File: src/rtl/uart_pkg.sv
// Shared types and helpers for the console UART output path.
// rr_grant supports up to MAX_REQ requesters.
package uart_pkg;

    typedef logic [7:0] uart_byte_t;

    localparam uart_byte_t UART_IDLE_CH = 8'h00;
    localparam int         MAX_REQ      = 32;

    // Picks the first valid requester at or after ptr, wrapping at num_req.
    // The result is one-hot, or all zero when nobody is valid.
    function automatic logic [MAX_REQ-1:0] rr_grant(
        input logic [MAX_REQ-1:0] valid,
        input int                 ptr,
        input int                 num_req
    );
        logic [MAX_REQ-1:0] grant;
        logic               found;
        logic [5:0]         idx;
        grant = '0;
        found = 1'b0;
        idx   = '0;
        for (int i = 0; i < MAX_REQ; i++) begin
            if (i < num_req) begin
                idx = 6'(ptr) + 6'(i);
                if (idx >= 6'(num_req)) begin
                    idx = idx - 6'(num_req);
                end
                if (!found && valid[idx[4:0]]) begin
                    grant[idx[4:0]] = 1'b1;
                    found           = 1'b1;
                end
            end
        end
        return grant;
    endfunction

endpackage

File: src/rtl/sync_fifo.sv
// Synchronous FIFO with flush.
// The head entry is presented combinationally; there is no output register.
module sync_fifo
    import uart_pkg::*;
#(
    parameter int WIDTH = 8,
    parameter int DEPTH = 8
) (
    input  logic                   clock,
    input  logic                   reset,
    input  logic                   push,
    input  logic [WIDTH-1:0]       push_data,
    input  logic                   pop,
    input  logic                   flush,
    output logic [WIDTH-1:0]       head,
    output logic                   full,
    output logic                   empty,
    output logic [$clog2(DEPTH):0] count
);

    localparam int AW = $clog2(DEPTH);

    logic [AW:0]      wr_ptr;
    logic [AW:0]      rd_ptr;
    logic [WIDTH-1:0] mem [DEPTH];
    logic             do_push;
    logic             do_pop;

    // The extra pointer bit separates full from empty when the indices match.
    always_comb begin
        count   = wr_ptr - rd_ptr;
        full    = (count == (AW+1)'(DEPTH));
        empty   = (wr_ptr == rd_ptr);
        do_push = push && !full && !flush;
        do_pop  = pop && !empty && !flush;
        head    = mem[rd_ptr[AW-1:0]];
    end

    always_ff @(posedge clock or negedge reset) begin
        if (!reset) begin
            wr_ptr <= '0;
            rd_ptr <= '0;
        end else if (flush) begin
            wr_ptr <= '0;
            rd_ptr <= '0;
        end else begin
            if (do_push) begin
                wr_ptr <= wr_ptr + 1'b1;
            end
            if (do_pop) begin
                rd_ptr <= rd_ptr + 1'b1;
            end
        end
    end

    always_ff @(posedge clock) begin
        if (do_push) begin
            mem[wr_ptr[AW-1:0]] <= push_data;
        end
    end

endmodule

File: src/rtl/uart_tx_arbiter.sv
// Round-robin merge of several byte producers onto the console UART output.
// A paced drain emits one registered pulse per byte, with a programmable gap.
module uart_tx_arbiter
    import uart_pkg::*;
#(
    parameter int NUM_REQ    = 2,
    parameter int FIFO_DEPTH = 8,
    parameter int GAP_CYCLES = 0
) (
    input  logic                          clock,
    input  logic                          reset,
    input  logic [NUM_REQ-1:0]            req_valid,
    input  logic [NUM_REQ*8-1:0]          req_ch,
    output logic [NUM_REQ-1:0]            req_ready,
    input  logic                          flush,
    output logic                          uart_out_valid,
    output logic [7:0]                    uart_out_ch,
    output logic [$clog2(FIFO_DEPTH):0]   fifo_count
);

    localparam int PW = (NUM_REQ > 1) ? $clog2(NUM_REQ) : 1;
    localparam int GW = (GAP_CYCLES > 0) ? $clog2(GAP_CYCLES + 1) : 1;
    localparam logic [GW-1:0] GAP_LOAD = GW'(GAP_CYCLES);

    logic [PW-1:0]      ptr;
    logic [PW-1:0]      winner;
    logic [NUM_REQ-1:0] grant;
    logic               push;
    uart_byte_t         push_data;
    logic               fifo_full;
    logic               fifo_empty;
    uart_byte_t         fifo_head;
    logic               fire;
    logic [GW-1:0]      gap;

    // Grants are suppressed while reset is held, so no handshake can complete then.
    always_comb begin
        grant = '0;
        if (reset && !flush && !fifo_full) begin
            grant = NUM_REQ'(rr_grant(MAX_REQ'(req_valid), int'(ptr), NUM_REQ));
        end
    end

    assign req_ready = grant;

    always_comb begin
        push      = |grant;
        winner    = '0;
        push_data = UART_IDLE_CH;
        for (int i = 0; i < NUM_REQ; i++) begin
            if (grant[i]) begin
                winner    = PW'(i);
                push_data = req_ch[8*i +: 8];
            end
        end
    end

    always_ff @(posedge clock or negedge reset) begin
        if (!reset) begin
            ptr <= '0;
        end else if (push) begin
            ptr <= (winner == PW'(NUM_REQ - 1)) ? '0 : winner + 1'b1;
        end
    end

    // The drain only looks at occupancy from the last edge, so a fresh push is never bypassed.
    assign fire = !fifo_empty && (gap == '0) && !flush;

    always_ff @(posedge clock or negedge reset) begin
        if (!reset) begin
            gap            <= '0;
            uart_out_valid <= 1'b0;
            uart_out_ch    <= UART_IDLE_CH;
        end else begin
            uart_out_valid <= fire;
            if (fire) begin
                uart_out_ch <= fifo_head;
            end
            if (flush) begin
                gap <= '0;
            end else if (fire) begin
                gap <= GAP_LOAD;
            end else if (gap != '0) begin
                gap <= gap - 1'b1;
            end
        end
    end

    sync_fifo #(
        .WIDTH (8),
        .DEPTH (FIFO_DEPTH)
    ) u_fifo (
        .clock     (clock),
        .reset     (reset),
        .push      (push),
        .push_data (push_data),
        .pop       (fire),
        .flush     (flush),
        .head      (fifo_head),
        .full      (fifo_full),
        .empty     (fifo_empty),
        .count     (fifo_count)
    );

    a_grant_onehot : assert property (@(posedge clock) disable iff (!reset) $onehot0(req_ready));
    a_count_bound  : assert property (@(posedge clock) disable iff (!reset)
                                      fifo_count <= ($clog2(FIFO_DEPTH)+1)'(FIFO_DEPTH));

endmodule

File: config.mk
export PLATFORM = sky130hd
export DESIGN_NAME = uart_tx_arbiter
export DESIGN_NICKNAME = d
export VERILOG_FILES = /design/src/rtl/uart_pkg.sv /design/src/rtl/sync_fifo.sv /design/src/rtl/uart_tx_arbiter.sv
export SDC_FILE = /design/constraint.sdc
export NUM_CORES = 1
export LEC_CHECK = 0
export ABC_AREA = 1
export CORE_ASPECT_RATIO = 2
export CORE_UTILIZATION = 40
export CTS_CLUSTER_SIZE = 40
export DETAILED_ROUTE_END_ITERATION = 8
export DONT_BUFFER_PORTS = 1
export PLACE_DENSITY = 0.54
export SYNTH_ARGS = -nofsm -noshare
export SYNTH_HDL_FRONTEND = slang
export SYNTH_SLANG_ARGS = --single-unit
File: constraint.sdc
create_clock -name clock -period 3.7 [get_ports clock]
set_input_delay 0.74 -clock clock [delete_from_list [all_inputs] [get_ports clock]]
set_output_delay 0.74 -clock clock [all_outputs]
set_load 0.02 [all_outputs]
==> run_results.csv <==
group,metric,value,unit
outcome,status,"complete, no violations",
timing,period_share,87.1,%
global_route,grt_pass1_wl,13.7,mm
detailed_routing,via_per_inst,5.60,
global_route,first_global_vias,2365,
worst_setup_path,end_kind,"primary output",
detailed_routing,wl_per_cell,20.1,microns
pwr,p_per_area,736,nW/um^2
worst_setup_path,cp.depth,9,
synthesis,yosysWarnings,0,
worst_setup_path,worstSetupStartpointType,"register",
cells_and_area,syn_to_final_growth,13.1,%
detailed_routing,drc,0,
synthesis,seq_area_frac_synth,65.7,%
synthesis,synth-edff-count,64,
synthesis,synth_cell_types,34,
floorplan,die_area,9440,sq um
worst_setup_path,critical_path_buf_inv_count,3,
global_route,grt_max_degree,36,
timing,hold_slack,92.4,ps
worst_setup_path,cp.arrival,2480,ps
worst_setup_path,path_delay_family,"adder cells",
placed_design,dpl.hpwl,5.85,mm
cells_and_area,final_core_util,46.9,%
clock_network,tritoncts.num_buffers,9,
timing,rsz0062_at_grt,"false",
worst_setup_path,critical_path.max_fanout,9,
synthesis,synth_nets,343,
worst_setup_path,r2r_cells,10,
floorplan,die-width,69.2,microns
clock_network,cts_resized,0,
placed_design,placed_cells,418,
detailed_routing,postRouteAntennaNets,0,
detailed_routing,dr.first_iter.drc_count,208,
cells_and_area,seqCellArea,2370,sq um
timing,max_freq,310,MHz
synthesis,synth_seq_cells,82,
worst_setup_path,max_stage_delay,570,ps
pwr,leakagePower,1.58,nW
timing,setup_viol,0,
timing,worst_pin_slew,568,ps
floorplan,initial_utilization,41.5,%
global_route,antenna_found_initial,0,
synthesis,synthTopCellsByArea,"edfxtp_1, dfrtp_1, o21ai_0, nand2_1, nor2_1",
cells_and_area,antenna_cells,0,
cells_and_area,nNetsFinal,356,
placed_design,place.gp.congestion,0.869,
detailed_routing,drt_pass1_iterations,4,
floorplan,die_h,136,microns
synthesis,synth_commonest_cells,"edfxtp_1, nand2_1, nor2_1, o21ai_0, dfrtp_1",
clock_network,cts_tree,"built",
clock_network,clock_latency,340,ps
synthesis,syn_avg_cell_area,11.4,sq um
cells_and_area,finalNonFillerCells,434,
job,drv_cap,0,
timing,final.setup.worst_slack,479,ps
global_route,grt_overflow,0,
worst_setup_path,worst_ep_required_time,2960,ps
clock_network,root_buffer,"clkbuf_16",
timing,hold_viol_final,0,
cells_and_area,drive_above_1_share,13.2,%
clock_network,h-tree-depth,3,
floorplan,coreArea,8710,sq um
timing,report.final.slew_viol_count,0,
cells_and_area,fill_cells,769,
worst_setup_path,crit_chain,"inv_1, ha_1, inv_1, fa_1, or2_0, nor2_2, nand3_4, nand4_4, inv_4",
timing,final.setup.tns,0,ps
synthesis,synth_most_common_cell,"edfxtp_1",
timing,skew,7.27,ps
detailed_routing,totalWireLength,8.73,mm
floorplan,num_io_pins,36,
synthesis,synth_top_area_share,53.2,%
worst_setup_path,cpMaxStageDelayCell,"fa_1",
synthesis,netlist_area,3610,sq um
synthesis,synth_ff_type,"edfxtp_1",
timing,min_period,3220,ps
worst_hold_path,hold_path.class,"in -> async",
clock_network,path_clk_slew,60,ps
synthesis,yosys.area.top_type,"edfxtp_1",
global_route,grt_use_total,20.1,%
detailed_routing,vias,2430,
placed_design,pre_cts_ws,816,ps
floorplan,rows,48,
pwr,vdd_ir_drop_max,0.000762,V
worst_setup_path,crit_type,"reg -> out",
timing,relSlewSlack,62.1,%
placed_design,io_buffers,0,
clock_network,postCtsSetupRepairBufs,0,
clock_network,hold_buffers,0,
clock_network,cts_buffer_depth,2,
synthesis,synthArstFlopShare,22.0,%
synthesis,synthCells,316,
worst_setup_path,crit_top_cell,"inv_1",
cells_and_area,multi_input_area,1090,sq um
clock_network,clock-sinks,82,
==> cells in the final DEF, fill, tap and decap left out, types with 9 or more instances in the layout <==
master	count
nand3_1	12
o21ai_0	43
inv_1	17
edfxtp_1	64
nand2_1	53
clkbuf_16	9
nor2_1	44
dfrtp_1	18
buf_4	15
==> area by class of cell <==
class	instances	share of cell area, %
Sequential cell	82	58.1
Multi-Input combinational cell	201	26.6
Clock buffer	11	6.18
Tap cell	100	3.06
Timing Repair Buffer	15	2.76
Inverter	20	2.02
Clock inverter	5	1.29
==> stage by stage <==
step                total power, mW  area (sq um)
CTS                            3.04          4090
finish                         3.01          4090
global placement               2.12          3780
floorplan                      1.89          3610
global route                   3.19          4090
detailed placement             2.14          3780
==> path summary, 6_finish.rpt <==
check	start	to	slack (ps)
min in group clock	u_fifo.rd_ptr[3]$_DFFE_PN0P_	u_fifo.rd_ptr[3]$_DFFE_PN0P_	560
max in group asynchronous	reset	u_fifo.wr_ptr[3]$_DFFE_PN0P_	3520
worst max-delay path	u_fifo.wr_ptr[0]$_DFFE_PN0P_	req_ready[0]	480
worst min register to register	u_fifo.rd_ptr[3]$_DFFE_PN0P_	u_fifo.rd_ptr[3]$_DFFE_PN0P_	560
worst max register to register	u_fifo.wr_ptr[0]$_DFFE_PN0P_	u_fifo.mem[4][3]$_DFFE_PP_	980
worst min-delay path	reset	uart_out_ch[2]$_DFFE_PN0P_	90
==> logic make-up after synthesis <==
group / after synthesis / synth area share (%)
adder cells (fa/ha/maj): 6 / 2.29
flip-flops: 82 / 65.7
AND/OR/NAND/NOR: 123 / 15.3
AO/OA/AOI/OAI: 70 / 12.1
XOR/XNOR: 2 / 0.485
buffers and inverters: 33 / 4.19
==> state kept, by name, indices dropped and copies added (netlist names) <==
name and flops:
u_fifo.wr_ptr 4, uart_out_ch 8, u_fifo.rd_ptr 4, u_fifo.mem 64, ptr 1, uart_out_valid 1
==> worst register-to-register path: stages (launching register included) <==
cell and delay [ps]:
dfrtp_1 410, inv_1 140, ha_1 170, inv_1 60, fa_1 640, or2_0 170
nor2_2 60, nand3_4 150, o2111ai_1 240, nor2_1 180, buf_4 210
==> where the power goes <==
part	total, mW	switching, mW	internal, mW
sequential	1.21	0.105	1.10
combinational	0.898	0.624	0.275
clock	0.902	0.346	0.555
==> layer usage <==
layer | track usage [%] | vias to the layer above | wire length, microns
met3 | 3.63 | 11 | 484
met2 | 35.2 | 81 | 4660
li1 | - | 1146 | -
met1 | 24.2 | 1192 | 3440
met5 | 0 | - | 0
met4 | 7.82 | 0 | 140
Note: power is estimated with default switching activity, not from simulation.
